==> config.mk <==
export PLATFORM = sky130hd
export DESIGN_NAME = mem_port_arbiter
export DESIGN_NICKNAME = d
export VERILOG_FILES = /design/src/rtl/mem_arb_pkg.sv /design/src/rtl/arb_wait_counter.sv /design/src/rtl/mem_port_arbiter.sv
export SDC_FILE = /design/constraint.sdc
export NUM_CORES = 1
export LEC_CHECK = 0
export BUFFER_PORTS_ARGS = -buffer_cell sky130_fd_sc_hd__buf_2
export CAP_MARGIN = 10
export CORE_AREA = 2 2 66 68
export DETAILED_ROUTE_END_ITERATION = 10
export DIE_AREA = 0 0 68 70
export HOLD_SLACK_MARGIN = 0.12
export PLACE_DENSITY = 0.76
export SYNTH_ARGS = -nofsm -noshare
export SYNTH_HDL_FRONTEND = slang
export SYNTH_SLANG_ARGS = --single-unit
==> constraint.sdc <==
create_clock -name clk -period 2.1 [get_ports clk]
set_clock_uncertainty 0.05 [all_clocks]
set_input_delay 0.105 -clock clk [delete_from_list [all_inputs] [get_ports clk]]
set_output_delay 0.105 -clock clk [all_outputs]
set_load 0.03 [all_outputs]
==> src/rtl/mem_arb_pkg.sv <==
// Shared types and constants for the memory port arbiter.
package mem_arb_pkg;

    // Which requester owns the read data returning in the next cycle.
    typedef enum logic [1:0] {
        OWN_NONE = 2'd0,
        OWN_CPU  = 2'd1,
        OWN_DBG  = 2'd2
    } owner_t;

    // Arbitration mode encoding on cfg_rr.
    localparam logic ARB_PRIO = 1'b0;
    localparam logic ARB_RR   = 1'b1;

    // Width of the starvation wait counters.
    localparam int WAIT_W = 4;

endpackage

==> src/rtl/arb_wait_counter.sv <==
// Saturating count of consecutive cycles a requester has been kept waiting.
module arb_wait_counter
    import mem_arb_pkg::*;
#(
    parameter int MAX_WAIT = 4
) (
    input  logic clk,
    input  logic reset,
    input  logic inc,
    input  logic clr,
    output logic at_max
);

    localparam logic [WAIT_W-1:0] MAX_VAL = WAIT_W'(MAX_WAIT);

    logic [WAIT_W-1:0] count_r;

    // Count lost cycles, clear on grant or withdrawn request, hold at MAX_VAL.
    always_ff @(posedge clk or negedge reset) begin
        if (!reset) begin
            count_r <= {WAIT_W{1'b0}};
        end else if (clr) begin
            count_r <= {WAIT_W{1'b0}};
        end else if (inc && (count_r != MAX_VAL)) begin
            count_r <= count_r + {{(WAIT_W-1){1'b0}}, 1'b1};
        end else begin
            count_r <= count_r;
        end
    end

    assign at_max = (count_r == MAX_VAL);

endmodule

==> src/rtl/mem_port_arbiter.sv <==
// Arbitrates the single-port RAM between the CPU and the debug/DMA port,
// granting at most one access per cycle and steering read data back to
// whichever requester issued the read in the previous cycle.
module mem_port_arbiter
    import mem_arb_pkg::*;
#(
    parameter int ADDR_W   = 8,
    parameter int DATA_W   = 16,
    parameter int MAX_WAIT = 4
) (
    input  logic              clk,
    input  logic              reset,
    input  logic              cfg_rr,
    input  logic              c_req,
    input  logic              c_we,
    input  logic [ADDR_W-1:0] c_addr,
    input  logic [DATA_W-1:0] c_wdata,
    output logic              c_gnt,
    output logic              c_rvalid,
    output logic [DATA_W-1:0] c_rdata,
    input  logic              d_req,
    input  logic              d_we,
    input  logic [ADDR_W-1:0] d_addr,
    input  logic [DATA_W-1:0] d_wdata,
    output logic              d_gnt,
    output logic              d_rvalid,
    output logic [DATA_W-1:0] d_rdata,
    output logic [ADDR_W-1:0] m_addr,
    output logic              m_write,
    output logic [DATA_W-1:0] m_din,
    input  logic [DATA_W-1:0] m_dout
);

    owner_t owner_r;
    owner_t owner_next_s;
    owner_t last_gnt_r;
    logic   c_gnt_s;
    logic   d_gnt_s;
    logic   c_at_max_s;
    logic   d_at_max_s;

    arb_wait_counter #(.MAX_WAIT(MAX_WAIT)) u_c_wait (
        .clk    (clk),
        .reset  (reset),
        .inc    (c_req & ~c_gnt_s),
        .clr    (~c_req | c_gnt_s),
        .at_max (c_at_max_s)
    );

    arb_wait_counter #(.MAX_WAIT(MAX_WAIT)) u_d_wait (
        .clk    (clk),
        .reset  (reset),
        .inc    (d_req & ~d_gnt_s),
        .clr    (~d_req | d_gnt_s),
        .at_max (d_at_max_s)
    );

    // Grant decision: lone requester wins; on contention a starved side wins,
    // otherwise CPU priority or alternation against last_gnt by cfg_rr.
    always_comb begin
        c_gnt_s = 1'b0;
        d_gnt_s = 1'b0;
        if (!reset) begin
            c_gnt_s = 1'b0;
            d_gnt_s = 1'b0;
        end else if (c_req && !d_req) begin
            c_gnt_s = 1'b1;
        end else if (!c_req && d_req) begin
            d_gnt_s = 1'b1;
        end else if (c_req && d_req) begin
            if (c_at_max_s) begin
                c_gnt_s = 1'b1;
            end else if (d_at_max_s) begin
                d_gnt_s = 1'b1;
            end else if ((cfg_rr == ARB_RR) && (last_gnt_r == OWN_CPU)) begin
                d_gnt_s = 1'b1;
            end else begin
                c_gnt_s = 1'b1;
            end
        end else begin
            c_gnt_s = 1'b0;
            d_gnt_s = 1'b0;
        end
    end

    // Owner of next cycle's read data: a granted read, or nobody.
    always_comb begin
        owner_next_s = OWN_NONE;
        if (c_gnt_s && !c_we) begin
            owner_next_s = OWN_CPU;
        end else if (d_gnt_s && !d_we) begin
            owner_next_s = OWN_DBG;
        end else begin
            owner_next_s = OWN_NONE;
        end
    end

    // Read-owner pipeline stage; reset drops any read still in flight.
    always_ff @(posedge clk or negedge reset) begin
        if (!reset) begin
            owner_r <= OWN_NONE;
        end else begin
            owner_r <= owner_next_s;
        end
    end

    // Remember the most recent winner; starts at debug so the CPU wins first.
    always_ff @(posedge clk or negedge reset) begin
        if (!reset) begin
            last_gnt_r <= OWN_DBG;
        end else if (c_gnt_s) begin
            last_gnt_r <= OWN_CPU;
        end else if (d_gnt_s) begin
            last_gnt_r <= OWN_DBG;
        end else begin
            last_gnt_r <= last_gnt_r;
        end
    end

    assign c_gnt    = c_gnt_s;
    assign d_gnt    = d_gnt_s;
    assign c_rvalid = (owner_r == OWN_CPU);
    assign d_rvalid = (owner_r == OWN_DBG);
    assign c_rdata  = c_rvalid ? m_dout : {DATA_W{1'b0}};
    assign d_rdata  = d_rvalid ? m_dout : {DATA_W{1'b0}};

    // Idle cycles keep the CPU address on the bus so fetch addresses stay put.
    assign m_addr  = !reset  ? {ADDR_W{1'b0}} : (d_gnt_s ? d_addr  : c_addr);
    assign m_din   = !reset  ? {DATA_W{1'b0}} : (d_gnt_s ? d_wdata : c_wdata);
    assign m_write = (c_gnt_s & c_we) | (d_gnt_s & d_we);

endmodule
==> impl_metrics.json, run 1 <==
{
  "dp_hpwl_microns": 3360,
  "drv_slew": 0,
  "ctsLongestPathBuffers": 2,
  "area_delta_synth_final_pct": 74.9,
  "synthCells": 183,
  "io_pins": 132,
  "grt_max_degree": 45,
  "max_freq_mhz": 465,
  "period_needed_ps": 2150,
  "yosysTopAreaCell": "dfrtp_1",
  "avgSynthCellArea_sq_um": 7.41,
  "firstDrtPassIters": 4,
  "clkSinkCount": 12,
  "violations": "negative setup slack",
  "clock-root-buffer": "clkbuf_8",
  "multi_input_area_sq_um": 1010,
  "rows": 24,
  "cp.required_ps": 1950,
  "synth_edf_count": 0,
  "fillCellCount": 348,
  "numCtsBuffers": 3,
  "vdd.ir_drop.worst_mv": 0.292,
  "timing.final.crit_share": 1.02,
  "remaining_drc_errors": 0,
  "antenna_found_initial": 0,
  "grt-ovfl-total": 0,
  "criticalPathCategory": "register to output pin",
  "setup_viol": 7,
  "nNetsFinal": 403,
  "grt_use_total": 0.178,
  "place_area_sq_um": 2090,
  "ys_seq_elements": 12,
  "vias": 1774,
  "synth-async-reset-ratio": 1.00,
  "cts_tree": "done",
  "hold_violations": 0,
  "htreeDepth": 1,
  "yosysMostFrequentCell": "nand2_1",
  "ant_nets": 0,
  "setup_tns_ps": -174,
  "seq_area_frac_synth": 0.222,
  "drv_cap": 0,
  "critPathArrivalTime_ps": 2000,
  "final_layout_size_suffix_gt1_frac": 0.502,
  "cp-start-kind": "register",
  "outcome": "finished, violations left",
  "clk_latency_ps": 250,
  "diodes": 0,
  "tightestPinTransition_ps": 284,
  "synth_top_family_by_area": "simple AND/OR/NAND/NOR gates",
  "clk_pin_slew_worst_paths_ps": 60,
  "finalCoreUtilization": 0.572,
  "power_density_nw_per_um2": 461,
  "synth-compound-area-share": 0.0867,
  "ff_latch_area_sq_um": 302,
  "max_stage_delay_ps": 370,
  "wl_per_cell_microns": 11.5,
  "power_uw": 1090,
  "core_area_sq_um": 4140,
  "synthFlopType": "dfrtp_1",
  "synth_area_leaders": "dfrtp_1 20%, mux2i_1 18%, and2_1 15%",
  "die_x_microns": 68,
  "yosys_warnings": 0,
  "worst_slack_ps": -50.6,
  "yosys.area_share.adder": 0.0369,
  "die_y_microns": 70,
  "synth-simple-area-share": 0.389,
  "fin_area_sq_um": 2370,
  "start_util": 0.327,
  "path_max_fanout": 9,
  "synth_nets": 258,
  "slew_headroom": 0.810,
  "synthTopCellsByCount": "50 x nand2_1, 32 x and2_1, 25 x mux2i_1",
  "dp_slack_ps": 32.3,
  "viasPerCell": 4.68,
  "regToRegSetupSlack_ps": 410,
  "synth_cell_types": 27,
  "portBuffers": 131,
  "p_leak_uw": 0.00135,
  "wirelength_microns": 4370,
  "grt_setup_unrepaired": "true",
  "place.gp.congestion": 0.752,
  "yosys-mux-area-fraction": 0.185,
  "syn-cell-area_sq_um": 1360,
  "synth_top_area_frac": 0.203,
  "grt_pass1_vias": 1665,
  "hold_class": "primary input to register",
  "cp-end-kind": "output pin",
  "synth-xor-area-share": 0.0194,
  "grt_pass1_wl_microns": 6560,
  "drt_iter0_markers": 46,
  "path_cells": "inv_2 > ha_4 > and3b_2 > o211ai_4 > o21ai_4 > buf_8 > mux2i_2 > buf_4",
  "critPathSlowestCell": "dfrtp_1",
  "die_area_sq_um": 4760
}
## path summary, 6_finish.rpt
| kind | start | to | cells after the start |
|---|---|---|---|
| max | u_d_wait.count_r[0] | m_din[13] | 8 |
| min | d_req | last_gnt_r[0] | 2 |
| max reg2reg | u_d_wait.count_r[0] | u_d_wait.count_r[0] | 7 |
| min reg2reg | last_gnt_r[1] | last_gnt_r[1] | 2 |
| max in group asynchronous | reset | last_gnt_r[1] | 3 |
| min in group asynchronous | reset | u_c_wait.count_r[2] | 2 |
## where the power goes
part	internal, uW	leakage (uW)	switching [uW]
registers	251	0.000158	11.0
logic	260	0.00116	318
clock network	166	0.0000288	88.8
## layout by cell type, fill, tap and decap left out, drive strengths merged, types with 2 or more instances in the layout
| cell | Yosys | layout |
|---|---|---|
| buf | 3 | 148 |
| nand2 | 50 | 50 |
| and2 | 32 | 32 |
| mux2i | 25 | 25 |
| nor2 | 11 | 11 |
| dfrtp | 11 | 11 |
| a21oi | 6 | 6 |
| inv | 5 | 5 |
| nor2b | 4 | 4 |
| clkbuf | 8 | 4 |
| ha | 4 | 4 |
| nor3 | 3 | 3 |
| nand3 | 3 | 3 |
| xnor2 | 3 | 3 |
| dlygate4sd3 | 0 | 3 |
| and3 | 2 | 2 |
| and3b | 2 | 2 |
| o21ai | 2 | 2 |
## per-stage QoR
step                      hold WS [ps]  cells
final                              145    379
after global routing               166    379
after CTS                          137    379
after detailed placement         -87.3    363
after global placement           -90.5    363
after floorplan                   -241    183
## worst max-delay path: cells and delay by family, from the launching register on
family / cells / cell delay, ps
AOI/OAI and AO/OA: 2 / 360
buffers and inverters: 3 / 430
DFF: 1 / 370
muxes: 1 / 200
and+or+nand+nor: 1 / 230
adders and majority gates: 1 / 160
## routing by layer
metal  vias to the layer above  track usage  part of all wire
met5                         -            0                 0
met4                         0       0.0844             0.023
met3                        11       0.0290              0.11
met2                       113        0.362              0.52
met1                       767        0.155              0.34
li1                        883            -                 -
## flip-flops by register name, summed over array words and instances (netlist names)
signal and flops:
u_c_wait.count_r 4, u_d_wait.count_r 4, owner_r 2, last_gnt_r 2
## timing repair
action | 4_1_cts | 5_1_grt
pin swaps | 2 | 1
hold buffers | 3 | 0
gates resized for setup | 33 | 12
setup buffers | 8 | 1
cloned | 1 | 0
setup endpoints to repair | 26 | 24
hold endpoints to repair | 13 | 0
## cells by family (layout without fill, tap and decap cells)
kind of cell,after synthesis,after routing
and+or+nand+nor,109,109
buffers and inverters,16,160
adders and majority gates,4,4
xor gates and xnor gates,3,3
AOI/OAI and AO/OA,14,14
DFF,12,12
muxes,25,25
## cell type report
cell class / count / area share
Tap cell: 52 / 0.0274
Inverter: 5 / 0.00791
Timing Repair Buffer: 151 / 0.389
Clock buffer: 4 / 0.0232
Sequential cell: 12 / 0.127
Multi-Input combinational cell: 155 / 0.426
(Power assumes the default switching activity.)
==> inputs of run 2 (changes only) <==
SETUP_SLACK_MARGIN = 0.05   (was unset)
==> impl_metrics.json, run 2 (synthesis results as in run 1) <==
{
  "ff2ff_path_depth": 9,
  "finalNonFillerCells": 384,
  "vdd.ir_drop.worst_mv": 0.312,
  "start_util": 0.327,
  "vias": 1815,
  "die_x_microns": 68,
  "reg_top3": "u_c_wait.count_r: 4 flops, u_d_wait.count_r: 4 flops",
  "diodes": 0,
  "clk_pin_slew_worst_paths_ps": 60,
  "ctsLongestPathBuffers": 2,
  "tightestPinTransition_ps": 339,
  "rows": 24,
  "die_y_microns": 70,
  "viasPerCell": 4.73,
  "ant_nets": 0,
  "clk_latency_ps": 250,
  "max_freq_mhz": 462,
  "timing.final.crit_share": 1.03,
  "hold_violations": 0,
  "fin_area_sq_um": 2460,
  "antenna_found_initial": 0,
  "grt_pass1_vias": 1665,
  "fillCellCount": 337,
  "portBuffers": 131,
  "clock-root-buffer": "clkbuf_8",
  "setup_viol": 15,
  "drt_iter0_markers": 27,
  "setup_tns_ps": -327,
  "place.gp.congestion": 0.752,
  "cp.required_ps": 1950,
  "grt-ovfl-total": 0,
  "regToRegSetupSlack_ps": 270,
  "slew_headroom": 0.773,
  "criticalPathCategory": "register to output pin",
  "grt_setup_unrepaired": "true",
  "critPathArrivalTime_ps": 2010,
  "outcome": "finished, violations left",
  "whs_path_depth": 2,
  "final_layout_size_suffix_gt1_frac": 0.521,
  "nNetsFinal": 408,
  "area_delta_synth_final_pct": 81.3,
  "dpl.cell_count": 363,
  "drv_cap": 0,
  "grt_use_total": 0.181,
  "final_cell_mix": "104 x buf_2, 50 x nand2_1, 39 x buf_4",
  "remaining_drc_errors": 0,
  "numCtsBuffers": 3,
  "worst_slack_ps": -63.3,
  "violations": "negative setup slack",
  "cp-end-kind": "output pin",
  "drv_slew": 0,
  "path_max_fanout": 6,
  "grt_max_degree": 45,
  "place_area_sq_um": 2090,
  "wirelength_microns": 4550,
  "period_needed_ps": 2160,
  "clkSinkCount": 12,
  "cp-start-kind": "register",
  "grt_pass1_wl_microns": 6670,
  "cts_tree": "done",
  "hold_class": "primary input to register",
  "htreeDepth": 1,
  "firstDrtPassIters": 4,
  "io_pins": 132,
  "p_leak_uw": 0.00139,
  "final_common_cell": "buf_2",
  "dp_hpwl_microns": 3360,
  "core_area_sq_um": 4140,
  "wl_per_cell_microns": 11.9,
  "die_area_sq_um": 4760,
  "power_density_nw_per_um2": 458
}
==> run 2: changes by cell type in the layout (fill, tap and decap cells not counted), sizes merged <==
| cell | delta |
|---|---|
| buf | +5 |
==> run 2: final cells by class <==
class	instances	area (sq um)	area share
Clock buffer	4	55.1	0.0224
Inverter	5	18.8	0.00763
Multi-Input combinational cell	155	1030	0.420
Sequential cell	12	302	0.123
Tap cell	52	65.1	0.0265
Timing Repair Buffer	156	986	0.401
==> run 2: critical path, stage by stage (launching register included) <==
cell and delay, ps:
dfrtp_1 380, inv_2 70, ha_4 160, and3b_2 220, o211ai_4 220, o21ai_4 150
buf_8 170, mux2i_2 190, buf_4 190
==> run 2: what timing repair did <==
action,in CTS,in global routing
endpoints found under the setup margin,26,26
gates resized for setup,39,20
hold endpoints to repair,13,0
buffers inserted,8,6
hold buffers,3,0
cloned,2,0
pin swaps,3,4
==> run 2: report_power, final <==
part           internal, uW  leakage [uW]  total [uW]  switching [uW]
Clock                   166     0.0000288         259            92.8
Sequential              250      0.000158         263            12.1
Combinational           279       0.00120         604             325
==> run 2: metal layers <==
metal,vias up,part of all wire,GRT usage
li1,893,-,-
met1,791,0.34,0.162
met2,117,0.53,0.370
met3,14,0.10,0.0225
met4,0,0.029,0.0822
met5,-,0,0
==> run 2: worst paths after layout <==
path                                             to           startpoint
worst max-delay path                      m_din[13]  u_d_wait.count_r[0]
worst min-delay path                  last_gnt_r[0]                d_req
worst max register to register  u_d_wait.count_r[0]  u_c_wait.count_r[1]
worst min register to register        last_gnt_r[1]        last_gnt_r[1]
max in group asynchronous             last_gnt_r[1]                reset
min in group asynchronous       u_c_wait.count_r[2]                reset
==> run 2: metrics by stage <==
| stage | utilization | total power [uW] | worst slack [ps] | hold slack [ps] |
|---|---|---|---|---|
| 2_1_floorplan | - | 574 | -16.7 | -241 |
| 3_3_place_gp | 0.503 | 733 | 121 | -90.5 |
| 3_5_place_dp | 0.503 | 744 | 32.3 | -87.3 |
| 4_1_cts | 0.577 | 1110 | -55.0 | 137 |
| 5_1_grt | 0.593 | 1190 | -127 | 168 |
| 6_report | 0.593 | 1130 | -63.3 | 147 |
